==> src/rtl/pipe_cla_pkg.sv <==
// -----------------------------------------------------------------------------
// pipe_cla_pkg
// Shared constants and helpers for the pipelined carry-lookahead adder.
//   DEF_WIDTH   : default operand/result width
//   DEF_SEG     : default bits resolved per pipeline stage
//   calc_nstage : pipeline depth for a given width/segment size
// -----------------------------------------------------------------------------
package pipe_cla_pkg;

    localparam int DEF_WIDTH = 32;
    localparam int DEF_SEG   = 8;

    function automatic int calc_nstage(input int width, input int seg);
        return width / seg;
    endfunction

endpackage

==> src/rtl/cla_segment.sv <==
// -----------------------------------------------------------------------------
// cla_segment
// Purely combinational SEG-bit carry-lookahead adder slice.
//   a, b : segment operands
//   cin  : carry into bit 0 of the segment
//   s    : segment sum
//   cout : carry out of the segment MSB
// -----------------------------------------------------------------------------
module cla_segment #(
    parameter int SEG = 8
) (
    input  logic [SEG-1:0] a,
    input  logic [SEG-1:0] b,
    input  logic           cin,
    output logic [SEG-1:0] s,
    output logic           cout
);

    logic [SEG-1:0] w_g;
    logic [SEG-1:0] w_p;
    logic [SEG:0]   w_c;

    assign w_g = a & b;
    assign w_p = a ^ b;

    // Each carry is built as a flat sum of products from the generate and
    // propagate terms (no ripple chain): c[i+1] = g[i] | p[i]g[i-1] | ...
    // | p[i..0]cin.
    always_comb begin
        logic w_ci;
        logic w_t;
        w_ci   = 1'b0;
        w_t    = 1'b0;
        w_c    = '0;
        w_c[0] = cin;
        for (int i = 0; i < SEG; i++) begin
            w_ci = cin;
            for (int m = 0; m <= i; m++) w_ci = w_ci & w_p[m];
            for (int j = 0; j <= i; j++) begin
                w_t = w_g[j];
                for (int m = j + 1; m <= i; m++) w_t = w_t & w_p[m];
                w_ci = w_ci | w_t;
            end
            w_c[i+1] = w_ci;
        end
    end

    assign s    = w_p ^ w_c[SEG-1:0];
    assign cout = w_c[SEG];

endmodule

==> src/rtl/pipe_cla_adder.sv <==
// -----------------------------------------------------------------------------
// pipe_cla_adder
// Pipelined add/subtract unit. Each of NSTAGE = WIDTH/SEG stages resolves one
// SEG-bit segment with a carry-lookahead slice and hands its carry to the
// next stage. Valid/ready handshake on both sides; one global advance enable.
//   clk, rst_n           : clock, synchronous active-low reset
//   in_valid / in_ready  : operand handshake (in_ready = !out_valid || out_ready)
//   A, B, Cin, sub       : operands; sub=1 gives A-B (Cin ignored)
//   out_valid / out_ready: result handshake
//   S, Cout, ovf         : sum/difference, raw MSB carry, signed overflow
// -----------------------------------------------------------------------------
module pipe_cla_adder
    import pipe_cla_pkg::*;
#(
    parameter int WIDTH = DEF_WIDTH,
    parameter int SEG   = DEF_SEG
) (
    input  logic             clk,
    input  logic             rst_n,
    input  logic             in_valid,
    output logic             in_ready,
    input  logic [WIDTH-1:0] A,
    input  logic [WIDTH-1:0] B,
    input  logic             Cin,
    input  logic             sub,
    output logic             out_valid,
    input  logic             out_ready,
    output logic [WIDTH-1:0] S,
    output logic             Cout,
    output logic             ovf
);

    localparam int NSTAGE = calc_nstage(WIDTH, SEG);

    if (SEG < 1 || (WIDTH % SEG) != 0) begin : g_bad_cfg
        $error("pipe_cla_adder: WIDTH must be a positive multiple of SEG");
    end

    logic w_adv;

    // Whole pipe moves as one; a stalled output freezes every stage.
    assign w_adv    = !out_valid || out_ready;
    assign in_ready = w_adv;

    for (genvar k = 0; k < NSTAGE; k++) begin : g_stage
        localparam int LO = k * SEG;       // bits already resolved upstream
        localparam int HI = WIDTH - LO;    // operand bits still to resolve

        logic              w_v;
        logic              w_ci;
        logic [HI-1:0]     w_a;
        logic [HI-1:0]     w_bx;
        logic [SEG-1:0]    w_seg_s;
        logic              w_seg_c;
        logic [LO+SEG-1:0] w_s;
        logic              r_v;
        logic              r_c;
        logic [LO+SEG-1:0] r_s;

        if (k == 0) begin : g_src
            // Subtract folds into the add as A + ~B + 1.
            assign w_v  = in_valid;
            assign w_ci = sub ? 1'b1 : Cin;
            assign w_a  = A;
            assign w_bx = sub ? ~B : B;
            assign w_s  = w_seg_s;
        end else begin : g_src
            assign w_v  = g_stage[k-1].r_v;
            assign w_ci = g_stage[k-1].r_c;
            assign w_a  = g_stage[k-1].g_fwd.r_a;
            assign w_bx = g_stage[k-1].g_fwd.r_bx;
            assign w_s  = {w_seg_s, g_stage[k-1].r_s};
        end

        cla_segment #(.SEG(SEG)) u_seg (
            .a    (w_a[SEG-1:0]),
            .b    (w_bx[SEG-1:0]),
            .cin  (w_ci),
            .s    (w_seg_s),
            .cout (w_seg_c)
        );

        always_ff @(posedge clk) begin
            if (!rst_n) begin
                r_v <= 1'b0;
                r_c <= 1'b0;
                r_s <= '0;
            end else if (w_adv) begin
                r_v <= w_v;
                r_c <= w_seg_c;
                r_s <= w_s;
            end
        end

        if (k < NSTAGE - 1) begin : g_fwd
            // Only the not-yet-resolved upper operand bits travel onward;
            // they are qualified by r_v so they need no reset.
            logic [HI-SEG-1:0] r_a;
            logic [HI-SEG-1:0] r_bx;

            always_ff @(posedge clk) begin
                if (w_adv) begin
                    r_a  <= w_a[HI-1:SEG];
                    r_bx <= w_bx[HI-1:SEG];
                end
            end
        end else begin : g_last
            logic r_ovf;

            // Operand MSBs are only visible here, so overflow is resolved in
            // the final stage and registered with the sum.
            always_ff @(posedge clk) begin
                if (!rst_n) begin
                    r_ovf <= 1'b0;
                end else if (w_adv) begin
                    r_ovf <= (w_a[HI-1] == w_bx[HI-1]) &&
                             (w_seg_s[SEG-1] != w_a[HI-1]);
                end
            end
        end
    end

    assign out_valid = g_stage[NSTAGE-1].r_v;
    assign S         = g_stage[NSTAGE-1].r_s;
    assign Cout      = g_stage[NSTAGE-1].r_c;
    assign ovf       = g_stage[NSTAGE-1].g_last.r_ovf;

endmodule

==> config.mk <==
export PLATFORM = sky130hd
export DESIGN_NAME = pipe_cla_adder
export DESIGN_NICKNAME = d
export VERILOG_FILES = /design/src/rtl/pipe_cla_pkg.sv /design/src/rtl/cla_segment.sv /design/src/rtl/pipe_cla_adder.sv
export SDC_FILE = /design/constraint.sdc
export NUM_CORES = 1
export LEC_CHECK = 0
export CORE_AREA = 2 2 93 162
export CTS_CLUSTER_SIZE = 30
export DETAILED_ROUTE_END_ITERATION = 7
export DIE_AREA = 0 0 95 164
export PLACE_DENSITY = 0.79
export SYNTH_ARGS = -nofsm -noshare
export SYNTH_HDL_FRONTEND = slang
export SYNTH_SLANG_ARGS = --single-unit
==> constraint.sdc <==
create_clock -name clk -period 5.05 [get_ports clk]
set_clock_uncertainty 0.1 [all_clocks]
set_input_delay 0.505 -clock clk [delete_from_list [all_inputs] [get_ports clk]]
set_output_delay 0.505 -clock clk [all_outputs]
set_load 0.02 [all_outputs]
==> impl_results.md <==
- Status: finished, final reports clean
- CP cell instances: clkdlybuf4s50_1 -> nor2b_4 -> inv_6 -> clkdlybuf4s50_1
- Worst hold slack: 0.3175 ns
- Maxcap violations: 0
- Wire length of the first global-routing pass: 22,300 µm
- Placed Area: slightly below 9000 µm²
- Layout cells sized above 1: 0.06101
- Post-CTS Hold Fix Bufs: 0
- Detailed Place HPWL: 9581 µm
- Pwr Density: 391.1 nW/µm²
- Setup-failing EPs final: 0
- Vias: 4,950
- PostCTS Resize Cnt: 0
- Static Leakage: 3.633 nW
- Final wirelength: 13,950 µm
- Clock buffer count from CTS: 17
- Minimum clock period: 2.824 ns
- DRC viols: 0
- Initial core utilization: 0.5312
- Max rail drop VDD: 0.0003108 V
- GPL Wtd Cong: 0.8437
- Setup CP Type: input port to output port
- Pins over their slew limit: 0
- Vias/cell: 5.300
- Worst Slack Setup Final: 2.226 ns
- Slowest stage delay, CP: 0.72 ns
- Cell Area, Synth: 7595 µm²
- Final instance area: 9384 µm²
- Cell Rows: 58
- # diodes: 0
- Core area: 14,300 µm²
- I/O Pins: 106
- Crit. End Element: output port
- Mapped Nets: 755
- Worst skew pair latency: ~0.43 ns
- Die width: 95 µm
- Power Total: about 3.7 mW
- Pre-CTS setup slack: roughly 1.9 ns
- Post-synth EDFFs: 96
- Router iterations before antenna repair: 4
- #FFs+latches synth: roughly 190
- Family with the most delay on the worst path: buffers and inverters
- Critical Path Source Type: input port
- Critical Path RT: ~4.5 ns
- CTS max path bufs: 2
- Antenna Nets Post-Route: 0
- Worst path slowest cell: clkdlybuf4s50_1
- Vias in the first global route: roughly 4,900
- CP Buf/Inv Count: 3
- Metal2 WL: roughly 7700 µm
- Netlist cell types: between 40 and 50
- Sequential-to-total area share from yosys stat: 0.6142
- Yosys warning count: 0
- RSZ-0062 raised after global routing: no
- Initial antenna violation count: 0
- Worst-Margin Slew: 0.7857 ns
- CP max FO: 71
- Layout area overhead: 23.56%
- Tightest Hold Check Type: flop to flop
- TNS Setup: 0 ns
- GRT Overall Usage: 0.1881
- Max Used Layer: met4
- Clock sink total: 185
- Routed len/inst: approximately 15 µm
- Slew margin rel.: 0.4762
- Pin count of the biggest net entering global routing: 83
- Met1 WL: 5311 µm
- Final-report hold violation count: 0
- Die area: roughly 16,000 µm²
- CP arrival: roughly 2.2 ns
- Mean post-synth cell area: about 12 µm²
- Initial DRC count: 220
- TritonCTS clock tree: yes
- Root Driver: clkbuf_16
- Clock transition at path regs: 0.06 ns
- Die Height: 164 µm
- H-Tree Depth: 4
- DR WL met3: 478 µm
- CP most frequent cell: clkdlybuf4s50_1
- Setup Buffers After CTS: 0
- Nets: between 800 and 900
- Most common flop cell mapped by yosys: edfxtp_1
- Post-Syn Instances: 645
- PortBufs: 105
- Total global routing overflow: 0
- Period utilization: 0.5592
- FMAX: 0.3541 GHz
- Post-synth ARST share: 0
[sequential cells by signal (all words and copies together) (netlist names)]
name	count
g_stage.g_fwd.r_bx	48
ovf	1
Cout	1
g_stage.g_fwd.r_a	48
g_stage.r_s	48
out_valid	1
S	32
g_stage.r_v	3
g_stage.r_c	3
[worst paths after layout]
kind / start / end / slack (ns) / cells after the start
min reg2reg: g_stage[0].g_fwd.r_bx[21] / g_stage[1].g_fwd.r_bx[13] / 0.32 / 0
min: g_stage[0].g_fwd.r_bx[21] / g_stage[1].g_fwd.r_bx[13] / 0.32 / 0
max: out_ready / in_ready / 2.23 / 4
max reg2reg: g_stage[0].g_fwd.r_a[0] / g_stage[1].r_s[15] / 2.66 / 7
[cell usage in the layout, fill, tap and decap left out, types with 3 or more instances in the layout]
master	n
nor2_1	10
a21boi_0	38
a21boi_1	26
clkbuf_16	17
o21a_1	6
nand3_1	8
bufinv_16	3
a21oi_1	10
inv_6	4
a32o_1	3
buf_4	5
xnor2_1	7
o31ai_1	4
nand2_1	137
a21o_1	3
clkinv_4	3
o211a_1	7
o21ai_1	8
xor2_1	34
clkdlybuf4s50_1	103
or3_1	9
fa_1	4
o21ai_0	19
and2_1	14
edfxtp_1	96
inv_1	8
dfxtp_1	89
ha_1	36
[layer usage]
metal	global-route usage	vias up
met4	0.08762	0
met2	0.3433	106
met5	0	-
met3	0.03945	28
li1	-	2458
met1	0.2031	2358
[report_power, final]
| group | internal [mW] | leakage [nW] | total (mW) | switching [mW] |
|---|---|---|---|---|
| sequential | 1.74 | 1.75 | 1.81 | 0.0708 |
| combinational | 0.263 | 1.60 | 0.520 | 0.257 |
| clock | 0.783 | 0.284 | 1.34 | 0.557 |
[logic make-up (layout without fill, tap and decap cells)]
kind of cell	Yosys count	after routing	share of synthesized area
XOR/XNOR	41	41	0.04728
adder cells (fa/ha/maj)	40	40	0.06985
AND/OR/NAND/NOR	193	193	0.1097
flip-flops	185	185	0.6142
buffers and inverters	42	151	0.02125
AO/OA/AOI/OAI	144	144	0.1377
[stage by stage]
step / utilization / cells
2_1_floorplan: - / 645
3_3_place_gp: 0.6144 / 902
3_5_place_dp: 0.6144 / 902
4_1_cts: 0.6564 / 934
5_1_grt: 0.6564 / 934
6_report: 0.6564 / 934
[cells in the mapped netlist, types with 3 or more instances]
| cell type | instances | area share |
|---|---|---|
| o31ai_1 | 4 | 0.0040 |
| o211a_1 | 7 | 0.0092 |
| o21ai_0 | 19 | 0.013 |
| or3_1 | 9 | 0.0074 |
| a21boi_1 | 26 | 0.026 |
| nand2_1 | 137 | 0.068 |
| clkbuf_1 | 27 | 0.013 |
| buf_1 | 3 | 0.0015 |
| and2_1 | 14 | 0.012 |
| nand3_1 | 8 | 0.0053 |
| o21ai_1 | 8 | 0.0053 |
| o21a_1 | 6 | 0.0059 |
| xnor2_1 | 7 | 0.0081 |
| dfxtp_1 | 89 | 0.23 |
| a21boi_0 | 38 | 0.038 |
| a32o_1 | 3 | 0.0040 |
| ha_1 | 36 | 0.059 |
| xor2_1 | 34 | 0.039 |
| a21o_1 | 3 | 0.0030 |
| buf_2 | 3 | 0.0020 |
| nor2_1 | 10 | 0.0049 |
| fa_1 | 4 | 0.011 |
| a21oi_1 | 10 | 0.0066 |
| edfxtp_1 | 96 | 0.38 |
| inv_1 | 8 | 0.0040 |
[worst reg2reg max path, delay by kind of cell (launching register included)]
kind	cells	cell delay, ns
flops	1	0.43
simple gates	1	0.36
compound gates	4	0.87
fa+ha+maj	2	0.52
[layout make-up]
type / count / area [µm²]
fill: 1048 / 4912
sequential: 185 / 4664
multi-input combinational: 418 / 2776
timing repair buffer: 110 / 1079
clock buffer: 19 / 432.9
tap: 180 / 225.2
clock inverter: 13 / 167.7
inverter: 9 / 38.79
(Power assumes the default switching activity.)
